### src/rtl/controle_pkg.sv
// Purpose: shared state codes, opcode/funct constants and control-field encodings for the multicycle MIPS controller.
// Latency: n/a (types and constants only).
// Backpressure: n/a.
package controle_pkg;

    typedef enum logic [6:0] {
        FETCH   = 7'd0,
        DECODE  = 7'd1,
        EXEC_R  = 7'd2,
        WB_R    = 7'd3,
        EXEC_I  = 7'd4,
        WB_I    = 7'd5,
        ADDR    = 7'd6,
        LW_MEM  = 7'd7,
        LW_WB   = 7'd8,
        SW_MEM  = 7'd9,
        BRANCH  = 7'd10,
        JUMP    = 7'd11,
        EXC_OVF = 7'd12,
        EXC_OPC = 7'd13,
        EXC_MEM = 7'd14
    } state_t;

    localparam logic [5:0] OP_RTYPE = 6'h00;
    localparam logic [5:0] OP_J     = 6'h02;
    localparam logic [5:0] OP_BEQ   = 6'h04;
    localparam logic [5:0] OP_BNE   = 6'h05;
    localparam logic [5:0] OP_ADDI  = 6'h08;
    localparam logic [5:0] OP_ADDIU = 6'h09;
    localparam logic [5:0] OP_LW    = 6'h23;
    localparam logic [5:0] OP_SW    = 6'h2B;

    localparam logic [5:0] FN_ADD = 6'h20;
    localparam logic [5:0] FN_SUB = 6'h22;
    localparam logic [5:0] FN_AND = 6'h24;

    localparam logic [2:0] ALU_PASSA = 3'b000;
    localparam logic [2:0] ALU_ADD   = 3'b001;
    localparam logic [2:0] ALU_SUB   = 3'b010;
    localparam logic [2:0] ALU_AND   = 3'b011;

    localparam logic [1:0] IORD_PC     = 2'b00;
    localparam logic [1:0] IORD_ALUOUT = 2'b01;
    localparam logic [1:0] IORD_VEC    = 2'b10;

    localparam logic [1:0] SRCA_PC = 2'b00;
    localparam logic [1:0] SRCA_A  = 2'b01;

    localparam logic [1:0] SRCB_B      = 2'b00;
    localparam logic [1:0] SRCB_FOUR   = 2'b01;
    localparam logic [1:0] SRCB_IMM    = 2'b10;
    localparam logic [1:0] SRCB_IMM_SH = 2'b11;

    localparam logic [1:0] EXCP_CODE_OPC = 2'b01;
    localparam logic [1:0] EXCP_CODE_OVF = 2'b10;

    localparam logic [2:0] REGDST_RT = 3'b000;
    localparam logic [2:0] REGDST_RD = 3'b001;

    localparam logic [2:0] PCSRC_ALU    = 3'b000;
    localparam logic [2:0] PCSRC_ALUOUT = 3'b001;
    localparam logic [2:0] PCSRC_JUMP   = 3'b010;
    localparam logic [2:0] PCSRC_VEC    = 3'b011;

    localparam logic [3:0] DSRC_ALUOUT = 4'b0000;
    localparam logic [3:0] DSRC_MDR    = 4'b0001;

    // R-type funct to ALU operation; anything unrecognised just passes A.
    function automatic logic [2:0] funct_alu(input logic [5:0] f);
        case (f)
            FN_ADD:  return ALU_ADD;
            FN_SUB:  return ALU_SUB;
            FN_AND:  return ALU_AND;
            default: return ALU_PASSA;
        endcase
    endfunction

endpackage

### src/rtl/controle_decode.sv
// Purpose: maps OpCode/funct to the state that follows DECODE, and flags legal instructions.
// Latency: purely combinational.
// Backpressure: none; every input pattern yields an answer.
// Ports: OpCode, funct in; dispatch (next state for legal ops), legal out.
module controle_decode
    import controle_pkg::*;
(
    input  logic [5:0] OpCode,
    input  logic [5:0] funct,
    output state_t     dispatch,
    output logic       legal
);

    always_comb begin
        dispatch = FETCH;
        legal    = 1'b1;
        case (OpCode)
            OP_RTYPE: begin
                if (funct == FN_ADD || funct == FN_SUB || funct == FN_AND) begin
                    dispatch = EXEC_R;
                end else begin
                    legal = 1'b0;
                end
            end
            OP_ADDI, OP_ADDIU: dispatch = EXEC_I;
            OP_LW, OP_SW:      dispatch = ADDR;
            OP_BEQ, OP_BNE:    dispatch = BRANCH;
            OP_J:              dispatch = JUMP;
            default:           legal    = 1'b0;
        endcase
    end

endmodule

### src/rtl/controle_multiciclo.sv
// Purpose: multicycle MIPS control FSM (R-type, ADDI/ADDIU, LW/SW, BEQ/BNE, J, overflow and invalid-opcode traps).
// Latency: FETCH, LW_MEM and EXC_MEM each last MEM_WAIT+1 cycles; every other state lasts one cycle.
// Backpressure: none; memory is assumed ready after MEM_WAIT cycles, and unknown inputs always trap rather than stall.
// Ports: clk, reset (sync, active-high); OpCode/funct from IR; Zero/Overflow from ALU;
//        datapath enables and mux selects out; estado = current state code for debug.
module controle_multiciclo
    import controle_pkg::*;
#(
    parameter int         MEM_WAIT = 2,
    parameter logic [7:0] VEC_OPC  = 8'd253,
    parameter logic [7:0] VEC_OVF  = 8'd254
) (
    input  logic       clk,
    input  logic       reset,
    input  logic [5:0] OpCode,
    input  logic [5:0] funct,
    input  logic       Zero,
    input  logic       Overflow,
    output logic       PCWrite,
    output logic       MemCtrl,
    output logic       IRWrite,
    output logic       A_Control,
    output logic       B_Control,
    output logic       RegControl,
    output logic       ALUOutControl,
    output logic       EPCWrite,
    output logic [1:0] IorD,
    output logic [1:0] ALUSrcA,
    output logic [1:0] ALUSrcB,
    output logic [1:0] ExcpCtrl,
    output logic [2:0] RegDst,
    output logic [2:0] PCSource,
    output logic [2:0] ALUControl,
    output logic [3:0] DataSrc,
    output logic [6:0] estado
);

    localparam int             CW       = $clog2(MEM_WAIT + 1);
    localparam logic [CW-1:0]  WAIT_MAX = CW'(MEM_WAIT);

    // The vectors are applied by the datapath via ExcpCtrl; they must differ for the two traps to be distinguishable.
    generate
        if (MEM_WAIT < 1 || VEC_OPC == VEC_OVF) begin : g_bad_params
            $error("controle_multiciclo: MEM_WAIT must be >= 1 and exception vectors must differ");
        end
    endgenerate

    state_t        state, state_next, dispatch;
    logic          legal;
    logic [CW-1:0] cnt;
    logic [1:0]    excp_q;
    logic          wait_done;
    logic          is_addsub;

    controle_decode u_decode (
        .OpCode   (OpCode),
        .funct    (funct),
        .dispatch (dispatch),
        .legal    (legal)
    );

    assign wait_done = (cnt == WAIT_MAX);
    assign is_addsub = (funct == FN_ADD) || (funct == FN_SUB);
    assign estado    = state;

    always_ff @(posedge clk) begin
        if (reset) begin
            state  <= FETCH;
            cnt    <= '0;
            excp_q <= '0;
        end else begin
            state <= state_next;
            // Any state change restarts the count, so each memory phase begins at zero.
            if (state_next != state) begin
                cnt <= '0;
            end else if (!wait_done) begin
                cnt <= cnt + 1'b1;
            end
            if (state == EXC_OVF) begin
                excp_q <= EXCP_CODE_OVF;
            end else if (state == EXC_OPC) begin
                excp_q <= EXCP_CODE_OPC;
            end
        end
    end

    always_comb begin
        state_next    = FETCH;
        PCWrite       = 1'b0;
        MemCtrl       = 1'b0;
        IRWrite       = 1'b0;
        A_Control     = 1'b0;
        B_Control     = 1'b0;
        RegControl    = 1'b0;
        ALUOutControl = 1'b0;
        EPCWrite      = 1'b0;
        IorD          = IORD_PC;
        ALUSrcA       = SRCA_PC;
        ALUSrcB       = SRCB_B;
        ExcpCtrl      = 2'b00;
        RegDst        = REGDST_RT;
        PCSource      = PCSRC_ALU;
        ALUControl    = ALU_PASSA;
        DataSrc       = DSRC_ALUOUT;
        case (state)
            FETCH: begin
                state_next = FETCH;
                if (wait_done) begin
                    IRWrite    = 1'b1;
                    PCWrite    = 1'b1;
                    ALUSrcB    = SRCB_FOUR;
                    ALUControl = ALU_ADD;
                    state_next = DECODE;
                end
            end
            DECODE: begin
                // Branch target is computed speculatively while registers are read.
                A_Control     = 1'b1;
                B_Control     = 1'b1;
                ALUOutControl = 1'b1;
                ALUSrcB       = SRCB_IMM_SH;
                ALUControl    = ALU_ADD;
                state_next    = legal ? dispatch : EXC_OPC;
            end
            EXEC_R: begin
                ALUSrcA    = SRCA_A;
                ALUSrcB    = SRCB_B;
                ALUControl = funct_alu(funct);
                if (Overflow && is_addsub) begin
                    state_next = EXC_OVF;
                end else begin
                    ALUOutControl = 1'b1;
                    state_next    = WB_R;
                end
            end
            WB_R: begin
                RegControl = 1'b1;
                RegDst     = REGDST_RD;
                DataSrc    = DSRC_ALUOUT;
            end
            EXEC_I: begin
                ALUSrcA    = SRCA_A;
                ALUSrcB    = SRCB_IMM;
                ALUControl = ALU_ADD;
                // ADDIU never traps.
                if (Overflow && OpCode == OP_ADDI) begin
                    state_next = EXC_OVF;
                end else begin
                    ALUOutControl = 1'b1;
                    state_next    = WB_I;
                end
            end
            WB_I: begin
                RegControl = 1'b1;
                RegDst     = REGDST_RT;
            end
            ADDR: begin
                ALUSrcA       = SRCA_A;
                ALUSrcB       = SRCB_IMM;
                ALUControl    = ALU_ADD;
                ALUOutControl = 1'b1;
                state_next    = (OpCode == OP_SW) ? SW_MEM : LW_MEM;
            end
            LW_MEM: begin
                IorD       = IORD_ALUOUT;
                state_next = wait_done ? LW_WB : LW_MEM;
            end
            LW_WB: begin
                RegControl = 1'b1;
                RegDst     = REGDST_RT;
                DataSrc    = DSRC_MDR;
            end
            SW_MEM: begin
                IorD    = IORD_ALUOUT;
                MemCtrl = 1'b1;
            end
            BRANCH: begin
                ALUSrcA    = SRCA_A;
                ALUSrcB    = SRCB_B;
                ALUControl = ALU_SUB;
                PCSource   = PCSRC_ALUOUT;
                PCWrite    = (OpCode == OP_BEQ) ? Zero : !Zero;
            end
            JUMP: begin
                PCSource = PCSRC_JUMP;
                PCWrite  = 1'b1;
            end
            EXC_OVF, EXC_OPC: begin
                // EPC gets PC-4, i.e. the address of the faulting instruction.
                EPCWrite   = 1'b1;
                ALUSrcA    = SRCA_PC;
                ALUSrcB    = SRCB_FOUR;
                ALUControl = ALU_SUB;
                ExcpCtrl   = (state == EXC_OVF) ? EXCP_CODE_OVF : EXCP_CODE_OPC;
                state_next = EXC_MEM;
            end
            EXC_MEM: begin
                IorD       = IORD_VEC;
                ExcpCtrl   = excp_q;
                state_next = EXC_MEM;
                if (wait_done) begin
                    PCSource   = PCSRC_VEC;
                    PCWrite    = 1'b1;
                    state_next = FETCH;
                end
            end
            default: state_next = FETCH;
        endcase
    end

endmodule

### config.mk
export PLATFORM = sky130hd
export DESIGN_NAME = controle_multiciclo
export DESIGN_NICKNAME = d
export VERILOG_FILES = /design/src/rtl/controle_pkg.sv /design/src/rtl/controle_decode.sv /design/src/rtl/controle_multiciclo.sv
export SDC_FILE = /design/constraint.sdc
export NUM_CORES = 1
export LEC_CHECK = 0
export CAP_MARGIN = 20
export CORE_ASPECT_RATIO = 0.8
export CORE_MARGIN = 4
export CORE_UTILIZATION = 55
export CTS_CLUSTER_SIZE = 28
export DETAILED_ROUTE_END_ITERATION = 8
export DONT_BUFFER_PORTS = 1
export GPL_ROUTABILITY_DRIVEN = 0
export PLACE_DENSITY = 0.7
export SLEW_MARGIN = 20
export SYNTH_ARGS = -nofsm -noshare
export SYNTH_HDL_FRONTEND = slang
export SYNTH_SLANG_ARGS = --single-unit
### constraint.sdc
create_clock -name clk -period 2.4 [get_ports clk]
set_input_delay 0.24 -clock clk [delete_from_list [all_inputs] [get_ports clk]]
set_output_delay 0.24 -clock clk [all_outputs]
set_load 0.1 [all_outputs]
# After elaboration in Yosys (flattened, before gate mapping)
# Index checks and enable logic that the tools add are counted.
# W data, S select, Z words.
[word_totals] reg_bits=11 input_bits=16 output_inout_bits=36
[op_classes] addsub=1 eq_ne=26 mux=38 reduce_logical=23
[op_table] operator="$pmux W7 S8" count=1
[op_table] operator="$eq A7 B4 Y1 const B" count=7
[op_table] operator="$pmux W7 S5" count=1
[op_table] operator="$eq A6 B6 Y1 const B" count=5
[op_table] operator="$eq A7 B3 Y1 const B" count=4
[op_table] operator="$mux W4" count=5
[op_table] operator="$reduce_or A2 Y1" count=10
[op_table] operator="$mux W1" count=16
[op_table] operator="$pmux W2 S4" count=2
[op_table] operator="$eq A7 B2 Y1 const B" count=2
[op_table] operator="$eq A6 B3 Y1 const B" count=2
[op_table] operator="$eq A6 B4 Y1 const B" count=2
[op_table] operator="$pmux W2 S3" count=2
[op_table] operator="$mux W2" count=5
[op_table] operator="$reduce_or A3 Y1" count=3
[op_table] operator="$pmux W2 S2" count=2
[op_table] operator="$eq A7 B1 Y1 const B" count=1
[op_table] operator="$logic_not A7 Y1" count=1
[op_table] operator="$mux W7" count=1
[op_table] operator="$ne A7 B7 Y1" count=1
[op_table] operator="$reduce_or A7 Y1" count=1
[op_table] operator="$eq A6 B2 Y1 const B" count=1
[op_table] operator="$logic_not A6 Y1" count=1
[op_table] operator="$pmux W1 S3" count=2
[op_table] operator="other kinds (8)" count=10

# Logic depth before layout (Yosys ltp)
# Gate-level depths: netlist of run 1.
[logic_depth] word_depth=9 ltp_mapped=9

# Hierarchy
# A second synthesis of run 1 with hierarchy kept.
[unflattened] hier_cells=184 hier_area_um2=1238.7
[modules_own_cells] mod="controle_multiciclo" instances=1 cells_each=164 area_per_inst_um2=1107.3 seq_area_each_um2=220.2
[modules_own_cells] mod="controle_decode" instances=1 cells_each=20 area_per_inst_um2=131.4 seq_area_each_um2=0.0

# Least setup slack after synthesis of run 1
# No wires, ideal clock.
[synth_path] path_type="flip-flop to output port" from="register state[3], in the netlist estado[3]" to="output port RegControl" arrival_ns=4.492 setup_slack_ns=-2.332 stages_incl_launch_ff=6 path_buffers=2 cell_sequence="dfxtp_1 buf_2 buf_1 nand2b_1 nor3_1 a31o_2"
[synth_via] elab_chain_cells=3
[synth_lines] item="start, declared" line="controle_multiciclo.sv:48" text="state_t state, state_next, dispatch;"
[synth_lines] item="start signal, assigned" line="controle_multiciclo.sv:72" text="state <= state_next;"
[synth_lines] item="$eq A7 B4 Y1, or another cell as far along" line="controle_multiciclo.sv:105" text="case (state)"
[synth_lines] item="$reduce_or A3 Y1 (no line) *"
[synth_lines] item="$mux W1 *" line="controle_multiciclo.sv:105"
[synth_lines] item="end, declared" line="controle_multiciclo.sv:24" text="output logic RegControl,"
# Every way passes the cells marked *; elsewhere a longest branch is shown, timed or not.

# Worst setup path in the final report of run 1
[layout_path] from="register cnt[0]" to="output port ALUSrcB[0]"
[layout_via] elab_chain_cells=3
[layout_lines] item="start, declared" line="controle_multiciclo.sv:50" text="logic [CW-1:0] cnt;"
[layout_lines] item="start signal, assigned" line="controle_multiciclo.sv:77" text="cnt <= cnt + 1'b1;"
[layout_lines] item="$eq A2 B2 Y1" line="controle_multiciclo.sv:62" text="assign wait_done = (cnt == WAIT_MAX);"
[layout_lines] item="$mux W1" line="controle_multiciclo.sv:108" text="if (wait_done) begin"
[layout_lines] item="$pmux W2 S4" line="controle_multiciclo.sv:105"
[layout_lines] item="end, declared" line="controle_multiciclo.sv:29" text="output logic [1:0] ALUSrcB,"
# Every way passes these cells.

==> impl_metrics.tcl, run 1 <==
set metrics [dict create \
    status "finished, final reports clean" \
    cts.hold.buffers_added 0 \
    fillers 159 \
    synth_top_family_by_area "simple AND/OR/NAND/NOR gates" \
    clkTransAtPathRegs_ns 0.05 \
    hold_viol_final 0 \
    fin_area_mm2 0.00152 \
    synth_most_common_cell "nor2_1" \
    h-tree-depth 1 \
    clockPowerShare 0.039 \
    clk_path_buf_depth 2 \
    leakage_nw 0.580 \
    dp_hpwl_um 2780 \
    grt_pass1_vias 1211 \
    drive_gt1_frac 0.306 \
    ant_nets 0 \
    clock_sinks 8 \
    switchingPower_mw 1.59 \
    setup_viol 0 \
    synth-xor-area-share 0.0303 \
    power_frac_comb 0.815 \
    worst-setup-path-type "flop to output port" \
    area_growth_pct 31.5 \
    start_kind "flop" \
    worstPathRequired_ns 2.16 \
    rsz0062_at_grt "no" \
    synth-edff-count 0 \
    synth_cells 170 \
    drc 0 \
    fin_util 0.781 \
    min_period_over_period 0.945 \
    swShare 0.673 \
    nets 205 \
    fin_setup_tns_ns 0 \
    grt_usage 0.252 \
    synth_compound_area_frac 0.250 \
    hold_class "primary input to flop" \
    synth.largest_area_cell "dfxtp_1" \
    route.vias.total 1337 \
    place_area_mm2 0.00150 \
    fin_crit_ns 2.27 \
    drtIter0Drc 78 \
    diodes 0 \
    port_buffers 0 \
    syn_avg_cell_area_um2 6.79 \
    maxCapViolCount 0 \
    power.internal_uw 773 \
    p_per_area_mw_per_mm2 1560 \
    die_w_um 59.2 \
    clk_latency_ns 0.24 \
    ys_seq_area_frac 0.139 \
    synth_seq_cells 8 \
    numCtsBuffers 3 \
    cts_resized 0 \
    cp_data_arrival_time_ns 2.03 \
    die_h_um 49.0 \
    drt_wl_total_um 3500 \
    dieArea_mm2 0.00290 \
    cts_tree "built" \
    viasPerCell 6.37 \
    io_pins 52 \
    yosys_warnings 0 \
    synth_top_area_share 0.139 \
    yosys.area_share.simple 0.424 \
    antenna_found_initial 0 \
    cts.root.buffer_cell "clkbuf_4" \
    synthAdderAreaFrac 0.0108 \
    cp-end-kind "output port" \
    synthArstFlopShare 0 \
    grt_max_degree 28 \
    start_util 0.594 \
    grt_overflow 0 \
    p_seq_frac 0.145 \
    critPathMaxFanout 6 \
    synth_top_flop_cell "dfxtp_1" \
    yosys.cell_types.count 49 \
    netlist_area_mm2 0.00115 \
    synthMuxAreaShare 0.00867 \
    post-cts-setup-buffer-count 0 \
    grt_pass1_wl_um 5810 \
    firstDrtPassIters 4 \
    ir_worst_vdd_uv 1650 \
    slew_violations 0 \
    synth_common_cells "nor2_1 (25), nand2_1 (14), buf_4 (12), nor3_1 (10)" \
    wl_per_cell_um 16.6 \
    placementRows 14 \
    fmaxAchievable_ghz 0.441 \
    skew_ns 0.00317 \
    yosys-top-cells-area "dfxtp_1 (14%), nor2_1 (8.1%), buf_4 (7.8%), nor2b_1 (4.9%), nand2_1 (4.6%)" \
    core-area_mm2 0.00194 \
]
-- worst max-delay path, cell delays in order, from the launching register on --
cell and delay (ns):
dfxtp_1 0.35, inv_1 0.06, ha_1 0.27, buf_4 0.18
nand2b_1 0.17, nor2b_4 0.07, or3_2 0.49, buf_12 0.19
-- stage by stage --
stage / power (mW) / std cells / hold slack (ns) / setup slack, ns
after detailed placement: 2.27 / 207 / 0.307 / 0.204
after floorplan: 1.94 / 180 / 0.300 / -0.460
after global routing: 2.47 / 210 / 0.0433 / 0.0376
final: 2.37 / 210 / 0.0543 / 0.131
after global placement: 2.23 / 207 / 0.307 / 0.365
after CTS: 2.37 / 210 / 0.0470 / 0.124
-- worst paths after layout --
| path | start | endpoint | slack (ns) | depth (start not counted) |
|---|---|---|---|---|
| setup reg to reg | cnt[0] | cnt[0] | 0.19 | 8 |
| hold reg to reg | excp_q[0] | excp_q[0] | 0.48 | 2 |
| hold / removal | reset | estado[0] | 0.05 | 1 |
| setup / recovery | cnt[0] | ALUSrcB[0] | 0.13 | 7 |
-- metal layers --
| metal | global-route usage | wire (µm) |
|---|---|---|
| met1 | 0.346 | 1390 |
| met2 | 0.402 | 1670 |
| met3 | 0.0503 | 437 |
| met4 | 0.0528 | 4 |
| met5 | 0 | 0 |
-- placed cells by master, fill, tap and decap left out, drive strengths merged, types with 3 or more instances in the layout --
master	instances
nand2	14
o21ai	7
nor2b	9
nor3	10
buf	25
conb	11
and2	3
nor4b	5
nor2	25
nand2b	3
clkbuf	3
nand3b	3
a21oi	9
dfxtp	8
nand3	3
a211o	3
o2111ai	3
inv	4
a211oi	5
a31oi	3
xor2	4
-- flip-flops by register name, indices dropped and copies added (netlist names) --
name / cells
cnt: 2
excp_q: 2
estado: 4
-- area by class of cell --
type / count / area [µm²] / share of cell area
Multi-Input combinational cell: 146 / 1040 / 0.687
Clock buffer: 3 / 22.5 / 0.0148
Inverter: 4 / 15.0 / 0.00988
Sequential cell: 8 / 175 / 0.115
Tap cell: 24 / 30.0 / 0.0198
Timing Repair Buffer: 25 / 233 / 0.153
-- power groups by stage --
stage | clock, mW | sequential [mW] | combinational, mW
5_1_grt | 0.109 | 0.356 | 2.01
2_1_floorplan | 0 | 0.348 | 1.59
6_report | 0.0934 | 0.344 | 1.93
3_5_place_dp | 0 | 0.342 | 1.93
4_1_cts | 0.0984 | 0.340 | 1.93
3_3_place_gp | 0 | 0.336 | 1.89
-- logic make-up (layout without fill, tap and decap cells) --
logic type	Yosys count	in the layout
xor gates and xnor gates	4	4
and+or+nand+nor	87	87
adders and majority gates	1	1
muxes	1	1
DFF	8	8
AOI/OAI and AO/OA	42	42
other	1	11
buffers and inverters	26	32
Note: power is estimated with default switching activity, not from simulation.
==> inputs of run 2 (changes only) <==
--- a/config.mk
+++ b/config.mk
@@ -6,7 +6,6 @@
 export NUM_CORES = 1
 export LEC_CHECK = 0
 export CAP_MARGIN = 20
-export CORE_ASPECT_RATIO = 0.8
 export CORE_MARGIN = 4
 export CORE_UTILIZATION = 55
 export CTS_CLUSTER_SIZE = 28
==> run 2 against run 1 <==
Compared with the run above: cell area increased by 0.25%; clock power increased by 12%; fmax increased by 2.7%; clock skew increased by 0.0036 ns; sequential power about the same; combinational power about the same; die area decreased by 0.17%; non-clock buffer count unchanged.
==> impl_metrics.tcl, run 2 (synthesis results as in run 1) <==
set metrics [dict create \
    status "finished, final reports clean" \
    ant_nets 0 \
    min_path_cells 1 \
    drtIter0Drc 48 \
    path_cells "inv_1 -> ha_1 -> buf_4 -> nand2b_1 -> nor2b_4 -> or3_2 -> buf_12" \
    h-tree-depth 1 \
    wl_per_cell_um 15.0 \
    port_buffers 0 \
    hold_viol_final 0 \
    final_cells 213 \
    fin_util 0.768 \
    grt_pass1_vias 1121 \
    clkTransAtPathRegs_ns 0.06 \
    fin_crit_ns 2.21 \
    viasPerCell 6.13 \
    ff_latch_area_um2 175 \
    clock_sinks 8 \
    worstPathRequired_ns 2.16 \
    cts_tree "built" \
    leakage_nw 0.580 \
    worst-setup-path-type "flop to output port" \
    layout_commonest_cell "buf_4" \
    numCtsBuffers 3 \
    antenna_found_initial 0 \
    core-area_mm2 0.00198 \
    grt_overflow 0 \
    rsz0062_at_grt "no" \
    slew_violations 0 \
    die_h_um 53.8 \
    multi_input_area_mm2 0.00104 \
    cts_resized 0 \
    fmaxAchievable_ghz 0.453 \
    skew_ns 0.00676 \
    grt_max_degree 29 \
    grt_usage 0.234 \
    io_pins 52 \
    drc 0 \
    die_w_um 53.8 \
    grt_pass1_wl_um 5020 \
    r2r_start "cnt[0]" \
    ir_worst_vdd_uv 1220 \
    p_per_area_mw_per_mm2 1550 \
    min_period_over_period 0.921 \
    nets 205 \
    cp_data_arrival_time_ns 1.97 \
    r2r_setup_slack_ns 0.31 \
    setup_viol 0 \
    diodes 0 \
    cp_slowest_stage_delay_ns 0.50 \
    route.vias.total 1305 \
    drive_gt1_frac 0.306 \
    largest_reg_flops 4 \
    post-cts-setup-buffer-count 0 \
    maxCapViolCount 0 \
    start_util 0.583 \
    slew_headroom 0.639 \
    min_from "reset" \
    hold_end "estado[3]" \
    area_growth_pct 31.9 \
    dp_hpwl_um 2580 \
    cp-end-kind "output port" \
    placementRows 16 \
    hold_class "primary input to flop" \
    clk_latency_ns 0.26 \
    critPathMaxFanout 10 \
    drt_wl_total_um 3200 \
    firstDrtPassIters 4 \
    dp_cells 210 \
    worst_pin_slew_ns 0.534 \
    r2r_end "cnt[0]" \
    final_cell_mix "buf_4 (22), nor2_1 (19), nand2_1 (14)" \
    clk_path_buf_depth 2 \
    start_kind "flop" \
    reg2reg_depth 9 \
    fillers 148 \
    dieArea_mm2 0.00290 \
    cts.root.buffer_cell "clkbuf_4" \
    cts.hold.buffers_added 0 \
    slowest_stage "or3_2" \
]
-- run 2: area by class of cell --
cell class              instances  share of cell area
inverters                       4             0.00986
flip-flops and latches          8               0.115
clock buffers                   3              0.0148
well taps                      27              0.0222
multi-input cells             146               0.685
repair buffers                 25               0.153
-- run 2: critical path, delay by kind of cell, from the launching register on --
family	cells	cell delay (ns)
buffers and inverters	3	0.41
adders and majority gates	1	0.19
and+or+nand+nor	3	0.76
DFF	1	0.34
-- run 2: how the worst max path moves through the flow --
stage	slack, ns	to	from
5_1_grt	0.10	ALUSrcB[0]	cnt[0]
2_1_floorplan	-0.46	cnt[0]	estado[0]
4_1_cts	0.18	ALUSrcB[0]	cnt[0]
3_5_place_dp	0.31	cnt[0]	cnt[0]
6_report	0.19	ALUSrcB[0]	cnt[0]
3_3_place_gp	0.36	cnt[0]	cnt[0]
-- run 2: where the power goes --
part	internal, mW	switching, mW	total, mW
registers	0.180	0.161	0.341
logic	0.533	1.38	1.91
clock network	0.0573	0.0475	0.105
total	0.770	1.59	2.36
-- run 2: layer usage --
metal,GRT usage,wire length (µm),share of wire,vias to the layer above
met4,0.0383,65,0.020,0
met3,0.0471,286,0.089,13
met2,0.413,1580,0.49,70
met5,0,0,0,-
met1,0.294,1270,0.40,584
li1,-,-,-,638
-- run 2: metrics by stage --
step                hold slack (ns)  worst slack [ns]  TNS [ns]  total power [mW]  area [µm²]
floorplan                     0.300            -0.460     -1.76              1.94        1380
global placement              0.303             0.361         0              2.23        1500
CTS                          0.0310             0.183         0              2.37        1520
global route                 0.0280             0.103         0              2.46        1520
detailed placement            0.305             0.310         0              2.26        1500
finish                       0.0404             0.190         0              2.36        1520
